<file path="src/rtl/regop_pkg.sv">
// ============================================================================
//  regop_pkg
//  Shared opcode/state encodings and width defaults for reg_op_sequencer.
//  Revision: 1.0
// ============================================================================
`default_nettype none

package regop_pkg;

  localparam int DATA_W_DEF = 8;
  localparam int ADDR_W_DEF = 2;

  typedef enum logic [1:0] {
    OP_ADD  = 2'd0,
    OP_SUB  = 2'd1,
    OP_AND  = 2'd2,
    OP_MOVI = 2'd3
  } op_e;

  typedef enum logic [1:0] {
    ST_IDLE  = 2'd0,
    ST_READ  = 2'd1,
    ST_EXEC  = 2'd2,
    ST_WRITE = 2'd3
  } state_e;

endpackage

`default_nettype wire

</file>
<file path="src/rtl/regop_alu.sv">
// ============================================================================
//  regop_alu
//  Combinational ADD/SUB/AND/MOVI with carry/borrow; REGOP_SAT_EN saturates.
//  Revision: 1.0
// ============================================================================
`default_nettype none

module regop_alu
  import regop_pkg::*;
#(
  parameter int DATA_W = DATA_W_DEF
) (
  input  logic [1:0]        i_op,
  input  logic [DATA_W-1:0] i_a,
  input  logic [DATA_W-1:0] i_b,
  input  logic [DATA_W-1:0] i_imm,
  output logic [DATA_W-1:0] o_result,
  output logic              o_carry
);

  logic [DATA_W:0]   w_sum;
  logic [DATA_W-1:0] w_diff;
  logic              w_borrow;

  assign w_sum    = {1'b0, i_a} + {1'b0, i_b};
  assign w_diff   = i_a - i_b;
  assign w_borrow = (i_a < i_b);

  always_comb begin
    o_result = '0;
    o_carry  = 1'b0;
    case (op_e'(i_op))
      OP_ADD: begin
        o_carry = w_sum[DATA_W];
`ifdef REGOP_SAT_EN
        o_result = w_sum[DATA_W] ? {DATA_W{1'b1}} : w_sum[DATA_W-1:0];
`else
        o_result = w_sum[DATA_W-1:0];
`endif
      end
      OP_SUB: begin
        o_carry = w_borrow;
`ifdef REGOP_SAT_EN
        o_result = w_borrow ? '0 : w_diff;
`else
        o_result = w_diff;
`endif
      end
      OP_AND:  o_result = i_a & i_b;
      OP_MOVI: o_result = i_imm;
      default: o_result = '0;
    endcase
  end

endmodule

`default_nettype wire

</file>
<file path="src/rtl/reg_op_sequencer.sv">
// ============================================================================
//  reg_op_sequencer
//  4-phase (IDLE/READ/EXEC/WRITE) register-bank op sequencer, 1 op / 4 cycles.
//  Optional macro REGOP_SAT_EN: saturating ADD/SUB (handled in regop_alu).
//  Revision: 1.0
// ============================================================================
`default_nettype none

module reg_op_sequencer
  import regop_pkg::*;
#(
  parameter int DATA_W = DATA_W_DEF,
  parameter int ADDR_W = ADDR_W_DEF
) (
  input  logic              clock,
  input  logic              reset,
  input  logic              cmd_valid,
  output logic              cmd_ready,
  input  logic [1:0]        cmd_op,
  input  logic [ADDR_W-1:0] cmd_dst,
  input  logic [ADDR_W-1:0] cmd_src0,
  input  logic [ADDR_W-1:0] cmd_src1,
  input  logic [DATA_W-1:0] cmd_imm,
  output logic [ADDR_W-1:0] bank_add_rd0,
  output logic [ADDR_W-1:0] bank_add_rd1,
  input  logic [DATA_W-1:0] bank_rd0,
  input  logic [DATA_W-1:0] bank_rd1,
  output logic [ADDR_W-1:0] bank_add_wr,
  output logic [DATA_W-1:0] bank_wr_data,
  output logic              bank_wr_en,
  output logic              busy,
  output logic              done,
  output logic              flag_carry
);

  localparam logic [1:0] S_IDLE  = ST_IDLE;
  localparam logic [1:0] S_READ  = ST_READ;
  localparam logic [1:0] S_EXEC  = ST_EXEC;
  localparam logic [1:0] S_WRITE = ST_WRITE;

  logic [1:0]        r_state;
  logic [1:0]        r_op;
  logic [ADDR_W-1:0] r_dst;
  logic [ADDR_W-1:0] r_src0;
  logic [ADDR_W-1:0] r_src1;
  logic [DATA_W-1:0] r_imm;
  logic [DATA_W-1:0] r_a;
  logic [DATA_W-1:0] r_b;
  logic [DATA_W-1:0] r_result;
  logic              r_carry;

  logic [DATA_W-1:0] w_result;
  logic              w_carry;

  regop_alu #(
    .DATA_W (DATA_W)
  ) u_alu (
    .i_op     (r_op),
    .i_a      (r_a),
    .i_b      (r_b),
    .i_imm    (r_imm),
    .o_result (w_result),
    .o_carry  (w_carry)
  );

  always_ff @(posedge clock) begin
    if (reset) begin
      r_state  <= S_IDLE;
      r_op     <= '0;
      r_dst    <= '0;
      r_src0   <= '0;
      r_src1   <= '0;
      r_imm    <= '0;
      r_a      <= '0;
      r_b      <= '0;
      r_result <= '0;
      r_carry  <= 1'b0;
    end else begin
      case (r_state)
        S_IDLE: begin
          if (cmd_valid) begin
            r_op    <= cmd_op;
            r_dst   <= cmd_dst;
            r_src0  <= cmd_src0;
            r_src1  <= cmd_src1;
            r_imm   <= cmd_imm;
            r_state <= S_READ;
          end
        end
        S_READ: begin
          // Operands sampled before this op's own write, so dst==src sees the old value.
          r_a     <= bank_rd0;
          r_b     <= bank_rd1;
          r_state <= S_EXEC;
        end
        S_EXEC: begin
          r_result <= w_result;
          r_carry  <= w_carry;
          r_state  <= S_WRITE;
        end
        S_WRITE: r_state <= S_IDLE;
        default: r_state <= S_IDLE;
      endcase
    end
  end

  assign cmd_ready    = (r_state == S_IDLE);
  assign busy         = (r_state != S_IDLE);
  assign done         = (r_state == S_WRITE);
  assign bank_wr_en   = (r_state != S_WRITE);
  assign bank_add_rd0 = r_src0;
  assign bank_add_rd1 = r_src1;
  assign bank_add_wr  = r_dst;
  assign bank_wr_data = r_result;
  assign flag_carry   = r_carry;

endmodule

`default_nettype wire

</file>
<file path="config.mk">
export PLATFORM = sky130hd
export DESIGN_NAME = reg_op_sequencer
export DESIGN_NICKNAME = d
export VERILOG_FILES = /design/src/rtl/regop_pkg.sv /design/src/rtl/regop_alu.sv /design/src/rtl/reg_op_sequencer.sv
export SDC_FILE = /design/constraint.sdc
export NUM_CORES = 1
export LEC_CHECK = 0
export CORE_MARGIN = 2
export CORE_UTILIZATION = 59
export CTS_BUF_LIST = sky130_fd_sc_hd__clkbuf_4 sky130_fd_sc_hd__clkbuf_8
export DETAILED_ROUTE_END_ITERATION = 16
export DONT_BUFFER_PORTS = 1
export GPL_TIMING_DRIVEN = 1
export PLACE_DENSITY = 0.75
export SLEW_MARGIN = 20
export SYNTH_ARGS = -nofsm -noshare
export SYNTH_HDL_FRONTEND = slang
export SYNTH_SLANG_ARGS = --single-unit
export TNS_END_PERCENT = 50
</file>
<file path="constraint.sdc">
create_clock -name clock -period 1.9 [get_ports clock]
set_input_delay 0.38 -clock clock [delete_from_list [all_inputs] [get_ports clock]]
set_output_delay 0.38 -clock clock [all_outputs]
set_load 0.005 [all_outputs]
</file>
==> results of run 1 <==
-- sequential cells by signal (all words and copies together) (netlist names) --
signal and count:
bank_add_rd0 2, bank_add_rd1 2, r_a 8, bank_add_wr 2, r_state 2, r_b 8, r_imm 8, bank_wr_data 8
r_op 2, flag_carry 1
-- layout by cell type (no fill, tap or decap), drive strengths merged, types with 2 or more instances in the layout --
| master | netlist | routed |
|---|---|---|
| a211o | 2 | 2 |
| a211oi | 9 | 9 |
| a21o | 2 | 2 |
| a21oi | 27 | 27 |
| buf | 8 | 19 |
| clkbuf | 9 | 6 |
| dfxtp | 43 | 43 |
| fa | 2 | 2 |
| ha | 20 | 20 |
| inv | 23 | 23 |
| mux2 | 2 | 2 |
| mux2i | 22 | 22 |
| nand2 | 40 | 40 |
| nand2b | 3 | 3 |
| nand3 | 2 | 2 |
| nor2 | 31 | 31 |
| nor2b | 6 | 6 |
| nor3 | 3 | 3 |
| o211ai | 3 | 3 |
| o21ai | 9 | 9 |
| o22ai | 5 | 5 |
| o2bb2ai | 2 | 2 |
| or3 | 2 | 2 |
| xnor2 | 5 | 5 |
-- stage by stage --
step	hold slack [ns]	setup WS [ns]	cell area (µm²)	TNS (ns)
3_3_place_gp	0.441	-0.111	2610	-0.274
4_1_cts	0.128	-0.0301	2770	-0.0616
5_1_grt	0.120	-0.0812	2840	-0.174
3_5_place_dp	0.444	-0.198	2610	-0.557
6_report	0.137	-0.0283	2840	-0.0283
2_1_floorplan	0.433	-0.00775	2480	-0.00775
-- logic make-up (layout without fill, tap and decap cells) --
| family | Yosys count | after routing | share of synthesized area (%) |
|---|---|---|---|
| buffers and inverters | 40 | 50 | 6.65 |
| AND/OR/NAND/NOR | 89 | 89 | 15.3 |
| adder cells (fa/ha/maj) | 22 | 22 | 11.8 |
| XOR/XNOR | 6 | 6 | 2.13 |
| multiplexers | 25 | 25 | 10.8 |
| flip-flops | 43 | 43 | 34.9 |
| AO/OA/AOI/OAI | 66 | 66 | 18.5 |
-- critical path: cells and delay by family (launching register included) --
kind                       cells  cell delay, ns
adders and majority gates      1            0.24
muxes                          1            0.28
AOI/OAI and AO/OA              4            0.81
and+or+nand+nor                1            0.16
DFF                            1            0.37
-- power by group through the flow --
stage / logic (W) / clock network [W] / registers (W)
3_3_place_gp: 0.00179 / 0 / 0.00131
4_1_cts: 0.00191 / 0.000597 / 0.00132
6_report: 0.00202 / 0.000588 / 0.00133
5_1_grt: 0.00224 / 0.000635 / 0.00135
3_5_place_dp: 0.00184 / 0 / 0.00132
2_1_floorplan: 0.00144 / 0 / 0.00127
-- routing by layer --
| layer | global-route usage [%] | up-vias | part of all wire [%] |
|---|---|---|---|
| met3 | 5.52 | 11 | 5.9 |
| li1 | - | 1005 | - |
| met1 | 27.5 | 944 | 43 |
| met4 | 8.25 | 0 | 1.9 |
| met2 | 41.5 | 57 | 50 |
| met5 | 0 | - | 0 |
-- path summary, 6_finish.rpt --
| kind | startpoint | end | slack (ns) | depth (start not counted) |
|---|---|---|---|---|
| max | r_a[1] | bank_wr_data[7] | -0.03 | 7 |
| min | reset | bank_add_wr[1] | 0.14 | 1 |
| max reg2reg | r_a[1] | bank_wr_data[7] | -0.03 | 7 |
| min reg2reg | r_imm[5] | r_imm[5] | 0.45 | 2 |
-- cell type report --
class | instances | area (µm²) | share of cell area (%)
Inverter | 23 | 86.3 | 3.04
Sequential cell | 43 | 875 | 30.8
Multi-Input combinational cell | 208 | 1590 | 55.8
Tap cell | 50 | 62.6 | 2.20
Clock buffer | 6 | 76.3 | 2.69
Clock inverter | 2 | 12.5 | 0.441
Timing Repair Buffer | 19 | 143 | 5.02
-- what timing repair did --
item                                    in CTS  in global routing
pin swaps                                    6                 20
resized for setup                           20                 17
endpoints found under the setup margin       5                  6
hold endpoints to repair                     0                  0
hold buffers                                 0                  0
==> metrics.md, run 1 <==
| Metric | Value |
|---|---|
| CP Launch Type | `flop` |
| Post-synth top area cell | `dfxtp_1` |
| Sw Pwr | `0.00159 W` |
| Cell variety after synth | `42` |
| Worst-Skew Late Latency | `0.30 ns` |
| DRT iter0 DRCs | `97` |
| First-pass GRT wire length | `8210 µm` |
| Pwr Density | `1390 nW/µm²` |
| Number of remaining DRC errors | `0` |
| Post-synthesis register bit count | `43` |
| Ys async rst share | `0%` |
| Max VDD drop | `0.800 mV` |
| Max Cap Viol | `0` |
| Share of layout cells above drive strength 1 | `22.3%` |
| Fmax | `0.519 GHz` |
| Fill count | `305` |
| Main synth FF type | `dfxtp_1` |
| Min setup slack post-route | `-0.0283 ns` |
| Setup CP Type | `flop to flop` |
| Pins over their slew limit | `0` |
| Floorplan row count | `23` |
| CP cell instances | `ha_4 > nand2b_1 > a21o_1 > o31ai_4 > mux2i_1 > o221ai_2 > a211oi_2` |
| Avg Inst Size Synth | `8.47 µm²` |
| All-Layer GR Usage | `23.4%` |
| Switching Share | `40.4%` |
| Syn-to-layout area delta | `15.2%` |
| Top cell type's share of synthesized area | `34.9%` |
| Post-Syn Instances | `291` |
| Total power | `0.00393 W` |
| CTS tree | `yes` |
| Nets | `357` |
| Clock network fraction of design power | `14.9%` |
| Area contributors post-synth | `dfxtp_1 (35%), ha_1 (10%), mux2i_1 (8.9%), nand2_1 (6.1%), a21oi_1 (5.3%)` |
| Synth cell count leaders | `dfxtp_1 (43), nand2_1 (40), nor2_1 (30), a21oi_1 (26), inv_1 (23)` |
| Number of CTS-inserted buffers | `5` |
| Initial antenna violation count | `0` |
| Core Box Area | `4000 µm²` |
| Placed insts | `343` |
| Most common cell in the netlist | `dfxtp_1` |
| Slowest-stage cell, CP | `dfxtp_4` |
| IO Port Bufs | `0` |
| CP arrival | `2.15 ns` |
| Count of final setup violators | `1` |
| Final Cycle Share | `101%` |
| Die footprint | `4710 µm²` |
| Hold Path Class | `input port to flop` |
| Syn_nets | `348` |
| H-tree depth | `2` |
| Postcts setup bufs | `0` |
| Max Buffers Root-to-Sink | `2` |
| Period minus WS final | `1.93 ns` |
| IO Pins | `54` |
| Pin count of the biggest net entering global routing | `46` |
| RSZ-0062 raised after global routing | `yes` |
| Hpwl dp | `3780 µm` |
| Via count | `2017` |
| Synthesis Warnings | `0` |
| Sink Count | `43` |
| Antenna Nets Post-Route | `0` |
| Die Span X | `68.6 µm` |
| Number of synthesized flops with an enable pin | `0` |
| Initial Util | `61.6%` |
| Die Y-Extent | `68.6 µm` |
| WP data required | `2.12 ns` |
| Worst Clk Skew | `0.0109 ns` |
| Vias in the first global route | `1837` |
| CP endpoint kind | `flop` |
| Leakage power | `1.09 nW` |
| Crit Path Max Fanout | `4` |
| DRT Wirelength | `5240 µm` |
| Util after Layout | `71.0%` |
| Root Driver | `clkbuf_8` |
| N_diodes | `0` |
| Grt ovf | `0` |
| Max incr delay on CP | `0.37 ns` |
| Sequential share of the synthesized area | `34.9%` |
| Comb pwr share | `51.4%` |
| Vias/cell | `5.75` |
| Final std cells w/o fill | `351` |
| Hold Violations, Final | `0` |
| Routability Congestion | `0.915` |
| Mapped Area | `2460 µm²` |
| 1st-pass router iterations | `4` |
| Slew HR | `63.6%` |
| Drt wl/cell | `14.9 µm` |
| Pint | `0.00234 W` |
| Sequential Power Share | `33.7%` |
| Clk pin slew, worst setup/hold paths | `0.09 ns` |
| Failing checks | `setup timing` |
| Outcome | `finished with violations` |
| Transition time of the tightest slew-check pin | `0.545 ns` |
No activity file was read; power rests on OpenSTA's default activity.
==> inputs of run 2 (changes only) <==
- CORE_UTILIZATION: 59 -> 47
- DONT_BUFFER_PORTS: 1 -> default
==> metrics.md, run 2 (synthesized netlist as in run 1, its figures left out) <==
| Metric | Value |
|---|---|
| Count of final setup violators | `2` |
| Commonest cells after routing, fill and taps aside | `clkdlybuf4s50_1 (51), nand2_1 (40), dfxtp_1 (35)` |
| Drt wl/cell | `13.9 µm` |
| Max Cap Viol | `0` |
| Util after Layout | `69.6%` |
| Hold Path Class | `flop to flop` |
| Worst Clk Skew | `0.00621 ns` |
| Worst-Skew Late Latency | `0.30 ns` |
| Final Cycle Share | `102%` |
| CTS tree | `yes` |
| Routability Congestion | `0.869` |
| Period minus WS final | `1.94 ns` |
| Grt ovf | `0` |
| WP data required | `2.08 ns` |
| Total power | `0.00450 W` |
| All-Layer GR Usage | `20.5%` |
| Via count | `2271` |
| Hpwl dp | `4090 µm` |
| Hold Violations, Final | `0` |
| Nets | `420` |
| Antenna Nets Post-Route | `0` |
| Transition time of the tightest slew-check pin | `0.566 ns` |
| Floorplan row count | `26` |
| Number of CTS-inserted buffers | `5` |
| Worst hold slack | `0.457 ns` |
| Syn-to-layout area delta | `43.4%` |
| Count of hold-fix buffers inserted at cts | `0` |
| IO Port Bufs | `53` |
| Number of remaining DRC errors | `0` |
| 1st-pass router iterations | `4` |
| Die Y-Extent | `76.4 µm` |
| Pwr Density | `1270 nW/µm²` |
| Setup TNS | `-0.0373 ns` |
| Vias in the first global route | `2085` |
| Crit Path Max Fanout | `3` |
| Outcome | `finished with violations` |
| Fmax | `0.516 GHz` |
| Max VDD drop | `0.679 mV` |
| Pins over their slew limit | `0` |
| Sink Count | `43` |
| DRT Wirelength | `6030 µm` |
| Initial Util | `48.6%` |
| IO Pins | `54` |
| Core Box Area | `5070 µm²` |
| Failing checks | `setup timing` |
| H-tree depth | `2` |
| Slew HR | `62.2%` |
| First-pass GRT wire length | `9760 µm` |
| Max Buffers Root-to-Sink | `2` |
| N_diodes | `0` |
| Vias/cell | `5.24` |
| DRT iter0 DRCs | `150` |
| Root Driver | `clkbuf_8` |
| RSZ-0062 raised after global routing | `yes` |
| Clk pin slew, worst setup/hold paths | `0.08 ns` |
| Setup CP Type | `flop to flop` |
| Most common cell after layout, fill and taps aside | `clkdlybuf4s50_1` |
| Leakage power | `1.37 nW` |
| Share of layout cells above drive strength 1 | `22.9%` |
| Min setup slack post-route | `-0.0367 ns` |
| Pin count of the biggest net entering global routing | `39` |
| CP Launch Type | `flop` |
| Die footprint | `5840 µm²` |
| Flop-to-flop setup slack | `-0.04 ns` |
| Initial antenna violation count | `0` |
| Die Span X | `76.4 µm` |
| CP endpoint kind | `flop` |
| CP arrival | `2.12 ns` |
[run 2: cell types whose count changed in the layout (fill, tap and decap cells not counted), moves of 2 or more]
cell and delta:
dfxtp_1 -3, dfxtp_2 +3, clkdlybuf4s50_1 +51, dlymetal6s2s_1 +2, buf_4 +10
[run 2: metrics by stage]
step | cells | instance area [µm²] | setup slack (ns)
detailed placement | 420 | 3200 | -0.182
CTS | 431 | 3390 | -0.00721
global placement | 420 | 3200 | -0.107
finish | 433 | 3530 | -0.0367
global route | 433 | 3530 | -0.123
floorplan | 291 | 2480 | -0.00775
[run 2: layout make-up]
| class | count | area [µm²] |
|---|---|---|
| multi-input cells | 208 | 1620 |
| fillers | 404 | 1540 |
| flip-flops and latches | 43 | 878 |
| repair buffers | 82 | 753 |
| well taps | 70 | 87.6 |
| inverters | 23 | 86.3 |
| clock buffers | 5 | 68.8 |
| clock inverters | 2 | 37.5 |
[run 2: repair_timing]
item / 4_1_cts / 5_1_grt
buffers inserted: 4 / 2
cloned: 0 / 0
resized for setup: 19 / 31
pin swaps: 10 / 18
endpoints found under the hold margin: 0 / 0
endpoints found under the setup margin: 7 / 8
[run 2: worst paths after layout]
path | from | endpoint | depth (start not counted)
setup / recovery | r_b[0] | flag_carry | 9
hold / removal | bank_add_rd0[1] | bank_add_rd0[1] | 2
setup reg to reg | r_b[0] | flag_carry | 9
hold reg to reg | bank_add_rd0[1] | bank_add_rd0[1] | 2
[run 2: critical path, stage by stage, from the launching register on]
cell      delay, ns
dfxtp_4        0.37
ha_4           0.16
inv_2          0.05
fa_2           0.23
o21bai_4       0.08
a211oi_2       0.30
o21ai_2        0.11
a21oi_2        0.12
nor2_1         0.06
or3_1          0.35
[run 2: per-layer routing]
metal | vias up | part of all wire [%] | track usage [%]
met5 | - | 0 | 0
met4 | 0 | 1.0 | 4.91
met3 | 8 | 4.3 | 3.79
met2 | 44 | 52 | 36.2
met1 | 1094 | 43 | 25.7
li1 | 1125 | - | -
[run 2: report_power, final]
part	leakage, nW	total (W)	switching (W)	internal [W]
clock network	0.0502	0.000697	0.000313	0.000384
logic	0.962	0.00250	0.00122	0.00127
registers	0.356	0.00131	0.000168	0.00114
total	1.37	0.00450	0.00171	0.00279
==> inputs of run 3 (changes only) <==
- CORE_UTILIZATION: 47 -> 35
- PLACE_DENSITY: 0.75 -> 0.58
==> metrics.md, run 3 (synthesized netlist as in run 1, its figures left out) <==
| Metric | Value |
|---|---|
| Grt ovf | `0` |
| Final Cell Area | `3490 µm²` |
| Stages on worst setup path | `8` |
| CTS tree | `yes` |
| Slowest-stage cell, CP | `dfxtp_4` |
| Pins over their slew limit | `0` |
| Die Y-Extent | `87.9 µm` |
| Antenna Nets Post-Route | `0` |
| Pin count of the biggest net entering global routing | `37` |
| Count of final setup violators | `0` |
| All-Layer GR Usage | `16.1%` |
| CP Launch Type | `flop` |
| Initial antenna violation count | `0` |
| Leakage power | `1.35 nW` |
| Hold Path Class | `flop to flop` |
| Worst Clk Skew | `0.00720 ns` |
| Vias in the first global route | `2034` |
| Pwr Density | `1230 nW/µm²` |
| Fmax | `0.530 GHz` |
| DRT iter0 DRCs | `88` |
| Worst Hold Depth | `2` |
| DRT Wirelength | `5900 µm` |
| First-pass GRT wire length | `9680 µm` |
| DP Worst Slack | `-0.180 ns` |
| Root Driver | `clkbuf_8` |
| Buffers plus inverters on the worst setup path | `1` |
| IO Port Bufs | `53` |
| Commonest cells after routing, fill and taps aside | `clkdlybuf4s50_1 (52), nand2_1 (40), dfxtp_1 (37)` |
| Worst Reg2Reg Path Length in Cells | `8` |
| Syn-to-layout area delta | `41.7%` |
| Util after Layout | `51.4%` |
| 1st-pass router iterations | `4` |
| Top delay family on crit path | `simple AND/OR/NAND/NOR gates` |
| Via count | `2184` |
| Floorplan row count | `30` |
| Post-DP Area | `3230 µm²` |
| Core Box Area | `6790 µm²` |
| Worst-Skew Late Latency | `0.30 ns` |
| Slew HR | `62.9%` |
| Transition time of the tightest slew-check pin | `0.555 ns` |
| H-tree depth | `2` |
| Die Span X | `87.9 µm` |
| Max Cap Viol | `0` |
| Final Cycle Share | `99.3%` |
| Hpwl dp | `4300 µm` |
| CP endpoint kind | `flop` |
| Max incr delay on CP | `0.38 ns` |
| Crit Path Max Fanout | `3` |
| Most common cell after layout, fill and taps aside | `clkdlybuf4s50_1` |
| Total power | `0.00431 W` |
| CP cell instances | `inv_4 > ha_4 > fa_2 > nor2b_2 > nor2_2 > o21ai_2 > a211oi_2 > or3_1` |
| Max Buffers Root-to-Sink | `2` |
| Die footprint | `7730 µm²` |
| Number of remaining DRC errors | `0` |
| Period minus WS final | `1.89 ns` |
| Outcome | `complete, no violations` |
| Vias/cell | `4.77` |
| Clk pin slew, worst setup/hold paths | `0.08 ns` |
| Setup TNS | `0 ns` |
| CP arrival | `2.08 ns` |
| IO Pins | `54` |
| Min setup slack post-route | `0.0128 ns` |
| Setup CP Type | `flop to flop` |
| N_diodes | `0` |
| Nets | `418` |
| Sink Count | `43` |
| Routability Congestion | `0.842` |
| RSZ-0062 raised after global routing | `yes` |
| WP data required | `2.09 ns` |
| Number of CTS-inserted buffers | `5` |
| Hold Violations, Final | `0` |
| Max VDD drop | `0.424 mV` |
| Share of layout cells above drive strength 1 | `20.4%` |
| Initial Util | `36.3%` |
| Drt wl/cell | `12.9 µm` |
-- run 3: path summary, 6_finish.rpt --
| kind | start | end | slack [ns] |
|---|---|---|---|
| setup reg to reg | r_a[0] | flag_carry | 0.01 |
| hold reg to reg | bank_add_rd0[0] | bank_add_rd0[0] | 0.46 |
| setup / recovery | r_a[0] | flag_carry | 0.01 |
| hold / removal | bank_add_rd0[0] | bank_add_rd0[0] | 0.46 |
-- run 3: what timing repair did --
item,CTS,global route
pin swaps,6,19
endpoints found under the setup margin,6,7
setup buffers,3,1
hold buffers,0,0
resized for setup,18,18
-- run 3: report_power, final --
part	internal [W]	switching (W)
clock network	0.000297	0.000337
registers	0.00113	0.000174
logic	0.00121	0.00116
total	0.00264	0.00167
-- run 3: stage by stage --
| stage | std cells | hold WS, ns |
|---|---|---|
| 3_5_place_dp | 446 | 0.447 |
| 5_1_grt | 458 | 0.486 |
| 2_1_floorplan | 291 | 0.433 |
| 3_3_place_gp | 446 | 0.442 |
| 6_report | 458 | 0.458 |
| 4_1_cts | 457 | 0.460 |
-- run 3: metal layers --
layer / part of all wire [%] / vias to the layer above / GRT usage [%]
li1: - / 1120 / -
met1: 46 / 1002 / 20.5
met2: 47 / 53 / 26.7
met3: 4.8 / 9 / 3.58
met4: 1.7 / 0 / 5.59
met5: 0 / - / 0
-- run 3: layout make-up --
type,count,area (µm²)
multi-input combinational,208,1580
inverter,23,88.8
clock buffer,6,82.6
timing repair buffer,80,736
tap,96,120
sequential,43,873
fill,653,3300
clock inverter,2,16.3
-- run 3: worst reg2reg max path, delay by kind of cell (launching register included) --
kind | cells | cell delay, ns
compound gates | 2 | 0.26
flops | 1 | 0.38
fa+ha+maj | 2 | 0.52
buf+inv | 1 | 0.04
simple gates | 3 | 0.58
